$ cat src/rtl/bus_pkg.sv
// Shared types and decode helpers for the 8085-style bus cycle sequencer.
// Cycle types, T-state encoding and per-cycle status/direction lookups.
package bus_pkg;

    typedef enum logic [2:0] {
        FETCH = 3'd0,
        MEMRD = 3'd1,
        MEMWR = 3'd2,
        IORD  = 3'd3,
        IOWR  = 3'd4,
        INTA  = 3'd5
    } cycle_t;

    typedef enum logic [3:0] {
        S_IDLE = 4'd0,
        S_T1   = 4'd1,
        S_T2   = 4'd2,
        S_TW   = 4'd3,
        S_T3   = 4'd4,
        S_T4   = 4'd5,
        S_T5   = 4'd6,
        S_T6   = 4'd7,
        S_HOLD = 4'd8
    } tstate_t;

    // {IOMn, S1, S0} for each cycle type
    function automatic logic [2:0] status_of(cycle_t c);
        logic [2:0] s;
        s = 3'b000;
        case (c)
            FETCH:   s = 3'b011;
            MEMRD:   s = 3'b010;
            MEMWR:   s = 3'b001;
            IORD:    s = 3'b110;
            IOWR:    s = 3'b101;
            INTA:    s = 3'b111;
            default: s = 3'b000;
        endcase
        return s;
    endfunction

    function automatic logic is_read(cycle_t c);
        return (c == FETCH) || (c == MEMRD) || (c == IORD) || (c == INTA);
    endfunction

    function automatic logic is_write(cycle_t c);
        return (c == MEMWR) || (c == IOWR);
    endfunction

    // I/O port cycles put the 8-bit port number on the high address pins
    function automatic logic is_io(cycle_t c);
        return (c == IORD) || (c == IOWR);
    endfunction

endpackage

$ cat src/rtl/bus_cycle_ctrl.sv
// Machine-cycle sequencer: T-state FSM driving ALE/RDn/WRn/status and AD.
// Handles READY wait states with optional timeout and HOLD/HLDA.
module bus_cycle_ctrl
    import bus_pkg::*;
#(
    parameter int ADDR_W     = 16,
    parameter int DATA_W     = 8,
    parameter int FETCH_T    = 4,
    parameter int WAIT_LIMIT = 0
) (
    input  logic              clk,
    input  logic              rst,
    input  logic              req,
    input  cycle_t            cyc,
    input  logic [ADDR_W-1:0] addr,
    input  logic [DATA_W-1:0] wdata,
    output logic              ready_for_req,
    output logic [DATA_W-1:0] rdata,
    output logic              done,
    output logic              err,
    input  logic              ready,
    input  logic              hold,
    output logic              hlda,
    output logic              ALE,
    output logic              RDn,
    output logic              WRn,
    output logic              IOMn,
    output logic              S1,
    output logic              S0,
    output logic [DATA_W-1:0] ad_out,
    output logic              ad_oe,
    input  logic [DATA_W-1:0] ad_in,
    output logic [ADDR_W-9:0] a_hi
);

    localparam int AHW = ADDR_W - 8;
    localparam int CW  = (WAIT_LIMIT > 0) ? $clog2(WAIT_LIMIT + 1) : 1;
    localparam logic [CW-1:0] WLIM = CW'(WAIT_LIMIT);

    if (FETCH_T != 4 && FETCH_T != 6) begin : g_bad_fetch_t
        $error("bus_cycle_ctrl: FETCH_T must be 4 or 6");
    end
    if (ADDR_W < 16 || ADDR_W > 24) begin : g_bad_addr_w
        $error("bus_cycle_ctrl: ADDR_W must be 16..24");
    end

    tstate_t           state_q, state_d;
    cycle_t            cyc_q, cyc_d;
    logic [ADDR_W-1:0] addr_q, addr_d;
    logic [DATA_W-1:0] wdata_q, wdata_d;
    logic [DATA_W-1:0] rdata_q, rdata_d;
    logic [CW-1:0]     wcnt_q, wcnt_d;
    logic              terr_q, terr_d;

    logic in_cyc;
    logic strb;
    logic last_c;
    logic go;

    // Output decode from registered state and latched request fields
    always_comb begin
        in_cyc = (state_q != S_IDLE) && (state_q != S_HOLD);
        strb   = (state_q == S_T2) || (state_q == S_TW) || (state_q == S_T3);
        last_c = ((state_q == S_T3) && (cyc_q != FETCH))
              || ((state_q == S_T4) && (FETCH_T == 4))
              || (state_q == S_T6);

        ALE            = (state_q == S_T1);
        {IOMn, S1, S0} = in_cyc ? status_of(cyc_q) : 3'b000;
        RDn            = ~(strb & is_read(cyc_q));
        WRn            = ~(strb & is_write(cyc_q));
        ad_oe          = (state_q == S_T1) | (strb & is_write(cyc_q));

        ad_out = '0;
        if (state_q == S_T1) begin
            ad_out = DATA_W'(addr_q[7:0]);
        end else if (strb && is_write(cyc_q)) begin
            ad_out = wdata_q;
        end

        a_hi = '0;
        if (in_cyc) begin
            a_hi = is_io(cyc_q) ? AHW'(addr_q[7:0]) : addr_q[ADDR_W-1:8];
        end

        done          = last_c;
        err           = last_c & terr_q;
        hlda          = (state_q == S_HOLD);
        ready_for_req = (state_q == S_IDLE) | (last_c & ~hold);
        rdata         = rdata_q;
    end

    // Next-state, request latching, wait counting and read capture
    always_comb begin
        state_d = state_q;
        cyc_d   = cyc_q;
        addr_d  = addr_q;
        wdata_d = wdata_q;
        rdata_d = rdata_q;
        wcnt_d  = wcnt_q;
        terr_d  = terr_q;
        go      = req & ready_for_req & ~hold;

        if (go) begin
            cyc_d   = cyc;
            addr_d  = addr;
            wdata_d = wdata;
        end

        unique case (state_q)
            S_IDLE: begin
                if (hold)     state_d = S_HOLD;
                else if (req) state_d = S_T1;
            end
            S_T1: begin
                state_d = S_T2;
                wcnt_d  = '0;
                terr_d  = 1'b0;
            end
            S_T2, S_TW: begin
                if (WAIT_LIMIT > 0 && wcnt_q == WLIM) begin
                    state_d = S_T3;
                    terr_d  = ~ready;
                end else if (ready) begin
                    state_d = S_T3;
                end else begin
                    state_d = S_TW;
                    wcnt_d  = wcnt_q + CW'(1);
                end
            end
            S_T3: begin
                if (is_read(cyc_q)) rdata_d = ad_in;
                state_d = (cyc_q == FETCH) ? S_T4 : S_IDLE;
            end
            S_T4:    state_d = (FETCH_T == 6) ? S_T5 : S_IDLE;
            S_T5:    state_d = S_T6;
            S_T6:    state_d = S_IDLE;
            S_HOLD:  if (!hold) state_d = S_IDLE;
            default: state_d = S_IDLE;
        endcase

        // Hold wins at a cycle boundary; otherwise chain straight into T1
        if (last_c) begin
            if (hold)     state_d = S_HOLD;
            else if (req) state_d = S_T1;
            else          state_d = S_IDLE;
        end
    end

    // State and latched-field registers
    always_ff @(posedge clk or negedge rst) begin
        if (!rst) begin
            state_q <= S_IDLE;
            cyc_q   <= FETCH;
            addr_q  <= '0;
            wdata_q <= '0;
            rdata_q <= '0;
            wcnt_q  <= '0;
            terr_q  <= 1'b0;
        end else begin
            state_q <= state_d;
            cyc_q   <= cyc_d;
            addr_q  <= addr_d;
            wdata_q <= wdata_d;
            rdata_q <= rdata_d;
            wcnt_q  <= wcnt_d;
            terr_q  <= terr_d;
        end
    end

endmodule
$ cat config.mk
export PLATFORM = sky130hd
export DESIGN_NAME = bus_cycle_ctrl
export DESIGN_NICKNAME = d
export VERILOG_FILES = /design/src/rtl/bus_pkg.sv /design/src/rtl/bus_cycle_ctrl.sv
export SDC_FILE = /design/constraint.sdc
export NUM_CORES = 1
export LEC_CHECK = 0
export ABC_AREA = 1
export BUFFER_PORTS_ARGS = -buffer_cell sky130_fd_sc_hd__buf_2
export CAP_MARGIN = 20
export CORE_ASPECT_RATIO = 0.6
export CORE_UTILIZATION = 46
export CTS_BUF_LIST = sky130_fd_sc_hd__clkbuf_4
export DETAILED_ROUTE_END_ITERATION = 10
export PLACE_DENSITY_LB_ADDON = 0.1
export RECOVER_POWER = 25
export SYNTH_ARGS = -nofsm -noshare
export SYNTH_HDL_FRONTEND = slang
export SYNTH_SLANG_ARGS = --single-unit
$ cat constraint.sdc
create_clock -name clk -period 4.15 [get_ports clk]
set_input_delay 0.415 -clock clk [delete_from_list [all_inputs] [get_ports clk]]
set_output_delay 0.415 -clock clk [all_outputs]
set_load 0.02 [all_outputs]
==> flow_metrics.env <==
export IMPL_path_max_fanout=11
export IMPL_hold_viol_final=0
export IMPL_place_ws_ns=2.158
export IMPL_yosys_warnings=0
export IMPL_vias=1985
export IMPL_synth_distinct_cells=28
export IMPL_viasPerCell=4.901
export IMPL_ys_seq_area_share_pct=44.50
export IMPL_cts_max_level=2
export IMPL_period_share_pct=55.84
export IMPL_hp_class="input pin to flip-flop"
export IMPL_synthDominantCellAreaShare_pct=44.50
export IMPL_fp_dieW_microns=91.15
export IMPL_die_area_sq_mm=0.005057
export IMPL_skew_ns=0.01756
export IMPL_synth_seq_cells=39
export IMPL_fillers=468
export IMPL_power_mw=1.991
export IMPL_dr_pass1_iters=4
export IMPL_grt_pass1_wl_microns=8487
export IMPL_max_slew_margin_pct=-38.75
export IMPL_power_leakage_nw=1.454
export IMPL_std_cell_rows=19
export IMPL_finish_instance_area_sq_mm=0.002574
export IMPL_setup_violations_final=0
export IMPL_cts_buffer_depth=2
export IMPL_path_class="flip-flop to output port"
export IMPL_synthTopCellsByArea="dfrtp_1 44%, nand2_1 18%, nand3_2 9.1%"
export IMPL_endpoint_kind="output port"
export IMPL_io_pins=75
export IMPL_area_growth_pct=17.34
export IMPL_post_drt_wl_per_cell_microns=12.43
export IMPL_syn_avg_cell_area_sq_um=8.064
export IMPL_grt_max_degree=40
export IMPL_rsz0062_at_grt="false"
export IMPL_drv_slew=40
export IMPL_placed_area_sq_mm=0.002522
export IMPL_overflow=0
export IMPL_fin_util_pct=56.39
export IMPL_antenna_found_initial=0
export IMPL_cp_start_kind="flip-flop"
export IMPL_worst_slack_ns=1.833
export IMPL_synth_most_common_cell="nand2_1"
export IMPL_clk_pin_slew_worst_paths_ns=0.13
export IMPL_powerDensity_mw_per_mm2=773.7
export IMPL_initial_core_util_pct=48.05
export IMPL_seq_area_sq_um=975.9
export IMPL_cts_sinks=39
export IMPL_synth_common_cells="108 x nand2_1, 39 x dfrtp_1, 32 x nand3_1"
export IMPL_core_area_sq_mm=0.004564
export IMPL_ys_async_sr_fraction_pct=100.0
export IMPL_yosys_area_top_type="dfrtp_1"
export IMPL_ir_drop_uv=287.6
export IMPL_finalSetupTns_ns=0
export IMPL_grtUsageTotal_pct=21.67
export IMPL_cts_hold_repair_buffers=0
export IMPL_multi_input_area_sq_mm=0.001042
export IMPL_arrival_ns=1.90
export IMPL_gp_congestion=0.8238
export IMPL_worst_slew_pin_slew_ns=2.081
export IMPL_crit_required_ns=3.73
export IMPL_drt_iter0_markers=108
export IMPL_synth_nets=312
export IMPL_hpwl_microns=3638
export IMPL_drive_gt1_share_pct=33.33
export IMPL_synth_flop_cell="dfrtp_1"
export IMPL_whs_ns=0.2800
export IMPL_synth_edf_count=0
export IMPL_die_h_microns=55.49
export IMPL_antenna_cells=0
export IMPL_maxCapViolations=1
export IMPL_drc=0
export IMPL_syn_area_sq_mm=0.002193
export IMPL_port_buffer_count=73
export IMPL_grt_pass1_vias=1780
export IMPL_place_inst=397
export IMPL_fin_crit_ns=2.317
export IMPL_layout_nets=381
export IMPL_cts_buffers=5
export IMPL_instances_no_fill=405
export IMPL_cts_tree="done"
export IMPL_ctsResizeCount=0
export IMPL_drt_total_wl_microns=5035
export IMPL_drtAntennaViolNets=0
export IMPL_syn_inst=272
export IMPL_postCtsSetupBuffers=0
export IMPL_clock_latency_ns=0.35
export IMPL_clockRootBuffer="clkbuf_4"
export IMPL_fmax_mhz=431.6
export IMPL_violations="max-capacitance violations, max-slew violations"
export IMPL_status="finished, violations left"
power by group:
group,internal [mW],leakage [nW],switching (mW)
registers,0.553,0.486,0.127
logic,0.338,0.942,0.783
clock network,0.0623,0.0263,0.128
total,0.953,1.45,1.04
routing by layer:
layer / part of all wire (%) / global-route usage, % / vias to the layer above
li1: - / - / 1010
met1: 53 / 33.13 / 910
met2: 40 / 31.06 / 60
met3: 6.8 / 5.510 / 5
met4: 0.81 / 4.082 / 0
met5: 0 / 0 / -
state kept, by name, summed over array words and instances (netlist names):
| register | cells |
|---|---|
| addr_q | 16 |
| state_q | 4 |
| rdata | 8 |
| wdata_q | 8 |
| cyc_q | 3 |
path summary, 6_finish.rpt:
kind	startpoint	to	slack (ns)	depth (start not counted)
max	cyc_q[2]	S1	1.83	6
min	addr[10]	addr_q[10]	0.28	3
max reg2reg	state_q[3]	cyc_q[2]	2.20	8
min reg2reg	rdata[7]	rdata[7]	0.48	2
max in group asynchronous	rst	addr_q[15]	2.31	1
min in group asynchronous	rst	addr_q[6]	0.65	1
final cells by class:
cell class,instances,share of cell area (%)
Tap cell,63,3.063
Multi-Input combinational cell,206,40.50
Timing Repair Buffer,73,14.15
Clock inverter,3,0.5834
Inverter,16,2.333
Clock buffer,5,1.458
Sequential cell,39,37.92
cells by family after synthesis:
logic type | Yosys count | synth area share, %
simple gates | 192 | 43.47
flops | 39 | 44.50
buf+inv | 27 | 8.328
compound gates | 13 | 3.538
other cells | 1 | 0.1710
placed cells by master, fill, tap and decap left out, drive strengths merged:
cell type	count
dfrtp	39
o21ai	7
conb	1
clkbuf	6
a31oi	1
o21bai	1
clkinv	3
buf	72
nor2	22
nand2	114
a211oi	1
o21a	1
clkinvlp	1
inv	15
nand3	53
nand3b	1
a21oi	2
nor3	2
critical path, stage by stage, from the launching register on:
cell	delay, ns
dfrtp_1	0.48
nand2_1	0.09
inv_1	0.06
o21bai_1	0.57
inv_1	0.08
nor2_1	0.11
buf_2	0.17
No activity file was read; power rests on OpenSTA's default activity.
